### config.mk
export PLATFORM = sky130hd
export DESIGN_NAME = mips_instr_encoder
export DESIGN_NICKNAME = d
export VERILOG_FILES = /design/src/rtl/mips_instr_encoder.sv
export SDC_FILE = /design/constraint.sdc
export NUM_CORES = 1
export LEC_CHECK = 0
export ABC_AREA = 1
export CAP_MARGIN = 10
export CORE_MARGIN = 2
export CORE_UTILIZATION = 45
export CTS_BUF_LIST = sky130_fd_sc_hd__clkbuf_8
export CTS_CLUSTER_SIZE = 30
export DETAILED_ROUTE_END_ITERATION = 12
export PLACE_DENSITY = 0.79
export RECOVER_POWER = 100
export SYNTH_ARGS = -nofsm -noshare
export SYNTH_HDL_FRONTEND = slang
export SYNTH_SLANG_ARGS = --single-unit
### constraint.sdc
create_clock -name clk -period 1.7 [get_ports clk]
set_input_delay 0.17 -clock clk [delete_from_list [all_inputs] [get_ports clk]]
set_output_delay 0.17 -clock clk [all_outputs]
set_load 0.005 [all_outputs]
### src/rtl/mips_instr_encoder.sv
// Encodes symbolic MIPS instruction requests into 32-bit machine words and
// streams them into instruction memory at consecutive word addresses.
module mips_instr_encoder #(
  parameter int unsigned ADDR_W    = 10,
  parameter int unsigned BASE_ADDR = 0
) (
  input  logic              clk,
  input  logic              rst_n,
  input  logic              start,
  input  logic              in_valid,
  output logic              in_ready,
  input  logic              in_last,
  input  logic [4:0]        in_mnem,
  input  logic [4:0]        in_rs,
  input  logic [4:0]        in_rt,
  input  logic [4:0]        in_rd,
  input  logic [4:0]        in_shamt,
  input  logic [15:0]       in_imm,
  input  logic [25:0]       in_target,
  output logic              imem_we,
  output logic [ADDR_W-1:0] imem_addr,
  output logic [31:0]       imem_wdata,
  output logic              busy,
  output logic              done,
  output logic              full,
  output logic              err,
  output logic [ADDR_W:0]   word_count
);

  localparam int unsigned CNT_W = ADDR_W + 1;
  localparam logic [ADDR_W-1:0] TOP_ADDR  = '1;
  localparam logic [ADDR_W-1:0] BASE_WORD = ADDR_W'(BASE_ADDR);

  typedef enum logic [1:0] {IDLE, LOAD, DONE} state_t;

  state_t            state;
  logic [ADDR_W-1:0] addr;
  logic [5:0]        fn;
  logic [5:0]        op;
  logic [31:0]       enc;
  logic              legal;
  logic              accept;
  logic              at_top;

  // Function code for R-type mnemonics, opcode for the rest
  always_comb begin
    fn = 6'h00;
    op = 6'h00;
    case (in_mnem)
      5'd0:  fn = 6'h00;
      5'd1:  fn = 6'h02;
      5'd2:  fn = 6'h03;
      5'd3:  fn = 6'h06;
      5'd4:  fn = 6'h07;
      5'd5:  fn = 6'h20;
      5'd6:  fn = 6'h21;
      5'd7:  fn = 6'h22;
      5'd8:  fn = 6'h24;
      5'd9:  fn = 6'h25;
      5'd10: fn = 6'h27;
      5'd11: fn = 6'h2A;
      5'd12: fn = 6'h2B;
      5'd13: fn = 6'h08;
      5'd14: fn = 6'h0C;
      5'd15: op = 6'h08;
      5'd16: op = 6'h09;
      5'd17: op = 6'h0C;
      5'd18: op = 6'h0D;
      5'd19: op = 6'h0A;
      5'd20: op = 6'h23;
      5'd21: op = 6'h2B;
      5'd22: op = 6'h28;
      5'd23: op = 6'h04;
      5'd24: op = 6'h05;
      5'd25: op = 6'h01;
      5'd26: op = 6'h02;
      5'd27: op = 6'h03;
      default: ;
    endcase
  end

  // Field packing per instruction class; fields a class ignores are zeroed
  always_comb begin
    legal = 1'b1;
    enc   = '0;
    if (in_mnem <= 5'd2)       enc = {6'h00, 5'd0, in_rt, in_rd, in_shamt, fn};
    else if (in_mnem <= 5'd12) enc = {6'h00, in_rs, in_rt, in_rd, 5'd0, fn};
    else if (in_mnem == 5'd13) enc = {6'h00, in_rs, 15'd0, fn};
    else if (in_mnem == 5'd14) enc = {26'd0, fn};
    else if (in_mnem <= 5'd24) enc = {op, in_rs, in_rt, in_imm};
    else if (in_mnem == 5'd25) enc = {op, in_rs, 5'd0, in_imm};
    else if (in_mnem <= 5'd27) enc = {op, in_target};
    else                       legal = 1'b0;
  end

  // start has priority over any request presented in the same cycle
  assign in_ready = (state == LOAD) && !full && !start;
  assign accept   = in_valid && in_ready;
  assign at_top   = (addr == TOP_ADDR);

  always_ff @(posedge clk or negedge rst_n) begin
    if (!rst_n) begin
      state      <= IDLE;
      addr       <= BASE_WORD;
      imem_we    <= 1'b0;
      imem_addr  <= '0;
      imem_wdata <= '0;
      busy       <= 1'b0;
      done       <= 1'b0;
      full       <= 1'b0;
      err        <= 1'b0;
      word_count <= '0;
    end else begin
      imem_we <= 1'b0;
      if (start) begin
        state      <= LOAD;
        addr       <= BASE_WORD;
        word_count <= '0;
        err        <= 1'b0;
        full       <= 1'b0;
        busy       <= 1'b1;
        done       <= 1'b0;
      end else if (accept) begin
        if (legal) begin
          imem_we    <= 1'b1;
          imem_addr  <= addr;
          imem_wdata <= enc;
          word_count <= word_count + CNT_W'(1);
          // The last word of memory never wraps the address back to 0
          if (!at_top) addr <= addr + ADDR_W'(1);
          else if (!in_last) full <= 1'b1;
        end else begin
          err <= 1'b1;
        end
        if (in_last || (legal && at_top)) begin
          state <= DONE;
          busy  <= 1'b0;
          done  <= 1'b1;
        end
      end
    end
  end

endmodule

==> summary.txt <==
first-pass GRT wire length: 20.61 mm
largest area contributor in the netlist: dfrtp_1
crit-path cells: dlygate4sd3_1
top cells by count, synth: 206 x nand2_1, 71 x nand3_1, 67 x dfrtp_1, 51 x inv_1, 47 x nor2_1
core footprint: 8763 sq um
Die X: 99.49 microns
synthesized area per cell: 7.074 sq um
Slew headroom: 38.62%
Cell Area, Synth: 4103 sq um
final core occ: 69.62%
Routed Antenna Nets: 0
most common cell in the netlist: nand2_1
Tot Pwr: 4.568 mW
Chip Height: 99.49 microns
dpl ws: -0.1352 ns
min Tclk post-route: 1.617 ns
post-DR vias/cell: 5.191
CP Data Required Time: 1.53 ns
DRC Markers: 0
Max-cap violations: 0
Root Driver: clkbuf_8
global-route total usage across every layer: 25.73%
critical path startpoint category: register
Synth Flop Type: dfrtp_1
Slew Viols, Final: 0
CP max stage delay: 0.63 ns
Setup crit end kind: output port
Worst-path clk slew: 0.08 ns
htree depth: 3
achievable clock frequency: 0.6186 GHz
CTS tree: done
Setup-failing EPs final: 0
WP buf/inv: 1
TritonCTS Sinks: 67
Leak: 3.130 nW
WHS: 0.4095 ns
setup ws final: 0.08340 ns
GP Congestion: 0.9231
largest net degree at the start of global routing: 68
post-synthesis cell type count: 38
per-cell routed wire length: 14.55 microns
Vias: 4506
GRT Residual Overflow: 0
Final HPWL DP: 9.384 mm
RSZ-0062 raised after global routing: false
worst skew pair latency: 0.35 ns
CTS Buf Count: 9
Critical Path Fanout Max: 7
Mapped Cells: 580
vias in the first global route: 4322
async set-reset flop share out of synthesis: 100.0%
drt pass-1 iters: 4
crit path DAT: 1.45 ns
Antenna Cells: 0
die area: 9897 sq um
Synth top area share: 40.87%
Area Overhead vs Synth: 48.70%
1st-iter DRT viols: 189
buffers added on ports: 129
outcome: completed
initial core utilization: 46.82%
pwr dens: 748.7 nW/um^2
worst vdd ir: 0.3988 mV
I/O Pins: 131
hold crit path type: input port to register
fin nets: 829
final setup TNS: 0 ns
Final Hold Vio Count: 0
synthesis-stage register bit count: 67
CP Class: register to output port
initial antenna violation count: 0
Ys Warns: 0
sequential share of the synthesized area: 40.87%
share of layout cells above drive strength 1: 13.03%
dominant cells by area after synthesis: dfrtp_1 41%, nand2_1 19%, nand3_1 8.7%
slew at the pin with the worst max-slew slack: 0.9206 ns
syn nets: 654
# rows: 34
final setup skew: 0.01243 ns
total wire length: 12.63 mm
fin crit share: 95.09%
Post-synth EDFFs: 0
slowest cell on the critical path: dlygate4sd3_1
critical path's top delay family: buffers and inverters
CTS max path bufs: 2
-- state kept, by name (all words and copies together) (netlist names) --
| name | flops |
|---|---|
| imem_wdata | 31 |
| imem_addr | 10 |
| state | 1 |
| imem_we | 1 |
| done | 1 |
| err | 1 |
| addr | 10 |
| full | 1 |
| word_count | 11 |
-- final timing paths --
path,start,endpoint,slack (ns),cells past startpoint
hold reg to reg,imem_wdata[31]$_DFFE_PN0P_,imem_wdata[31]$_DFFE_PN0P_,0.48,2
max in group asynchronous,rst_n,imem_wdata[3]$_DFFE_PN0P_,0.49,3
setup reg to reg,done$_DFFE_PN0P_,imem_wdata[23]$_DFFE_PN0P_,0.10,8
hold / removal,in_target[8],imem_wdata[8]$_DFFE_PN0P_,0.41,3
min in group asynchronous,rst_n,word_count[1]$_DFFE_PN0P_,0.60,3
setup / recovery,word_count[0]$_DFFE_PN0P_,word_count[0],0.08,1
-- through the flow --
step                      area (sq um)  std cells
final                             6101        868
after global routing              6101        868
after CTS                         6077        863
after detailed placement          5823        843
after global placement            5823        843
after floorplan                   4103        580
-- power by group --
| part | switching (mW) | leakage [nW] | internal (mW) |
|---|---|---|---|
| registers | 0.111 | 0.893 | 1.77 |
| clock network | 0.682 | 0.110 | 0.836 |
| logic | 0.524 | 2.13 | 0.640 |
| total | 1.32 | 3.13 | 3.25 |
-- layer usage --
| layer | GRT usage, % | vias to the layer above | part of all wire [%] |
|---|---|---|---|
| li1 | - | 2219 | - |
| met1 | 33.72 | 2104 | 42 |
| met2 | 44.59 | 160 | 50 |
| met3 | 3.373 | 23 | 5.7 |
| met4 | 7.482 | 0 | 1.9 |
| met5 | 0 | - | 0 |
-- worst register-to-register path, stage by stage, from the launching register on --
cell	delay [ns]
dfrtp_1	0.39
inv_1	0.08
nand2_1	0.09
nor2_4	0.12
buf_4	0.15
nand3_4	0.12
nor2_1	0.36
nand4_1	0.15
nand2_1	0.08
-- cell usage in the layout, fill, tap and decap left out, types with 3 or more instances in the layout --
master	instances
xor2_1	6
nand3b_1	3
a21oi_1	4
nand2_2	3
o21ai_0	19
inv_1	51
clkbuf_8	9
buf_12	6
clkbuf_4	4
dlygate4sd3_1	58
a22oi_1	5
nand2_4	3
nand4_1	21
inv_2	7
nor2_2	3
nand3_1	71
dfrtp_1	67
a21boi_1	4
nor2_1	46
nor2_4	4
clkdlybuf4s50_1	70
nand2_1	205
buf_4	44
o21ai_1	13
-- area by class of cell --
cell class | count | area (sq um)
sequential | 67 | 1677
fill | 712 | 2663
clock buffer | 9 | 123.9
timing repair buffer | 188 | 1800
multi-input combinational | 430 | 2044
clock inverter | 7 | 98.84
tap | 108 | 135.1
inverter | 59 | 221.5
-- cell families (layout without fill, tap and decap cells) --
logic type | after synthesis | count (layout) | share of synthesized area (%)
DFF | 67 | 67 | 40.87
buffers and inverters | 84 | 263 | 9.576
xor gates and xnor gates | 6 | 6 | 1.281
other | 1 | 1 | 0.09140
and+or+nand+nor | 364 | 365 | 39.31
AOI/OAI and AO/OA | 56 | 56 | 8.265
adders and majority gates | 2 | 2 | 0.6098
-- repair_timing --
item / 4_1_cts / 5_1_grt
setup endpoints to repair: 1 / 19
pin swaps: 1 / 2
hold buffers: 1 / 0
gates cloned: 0 / 1
gates resized for setup: 1 / 4
endpoints found under the hold margin: 67 / 0
setup buffers: 3 / 4
Power figures use the tool's default switching activity.
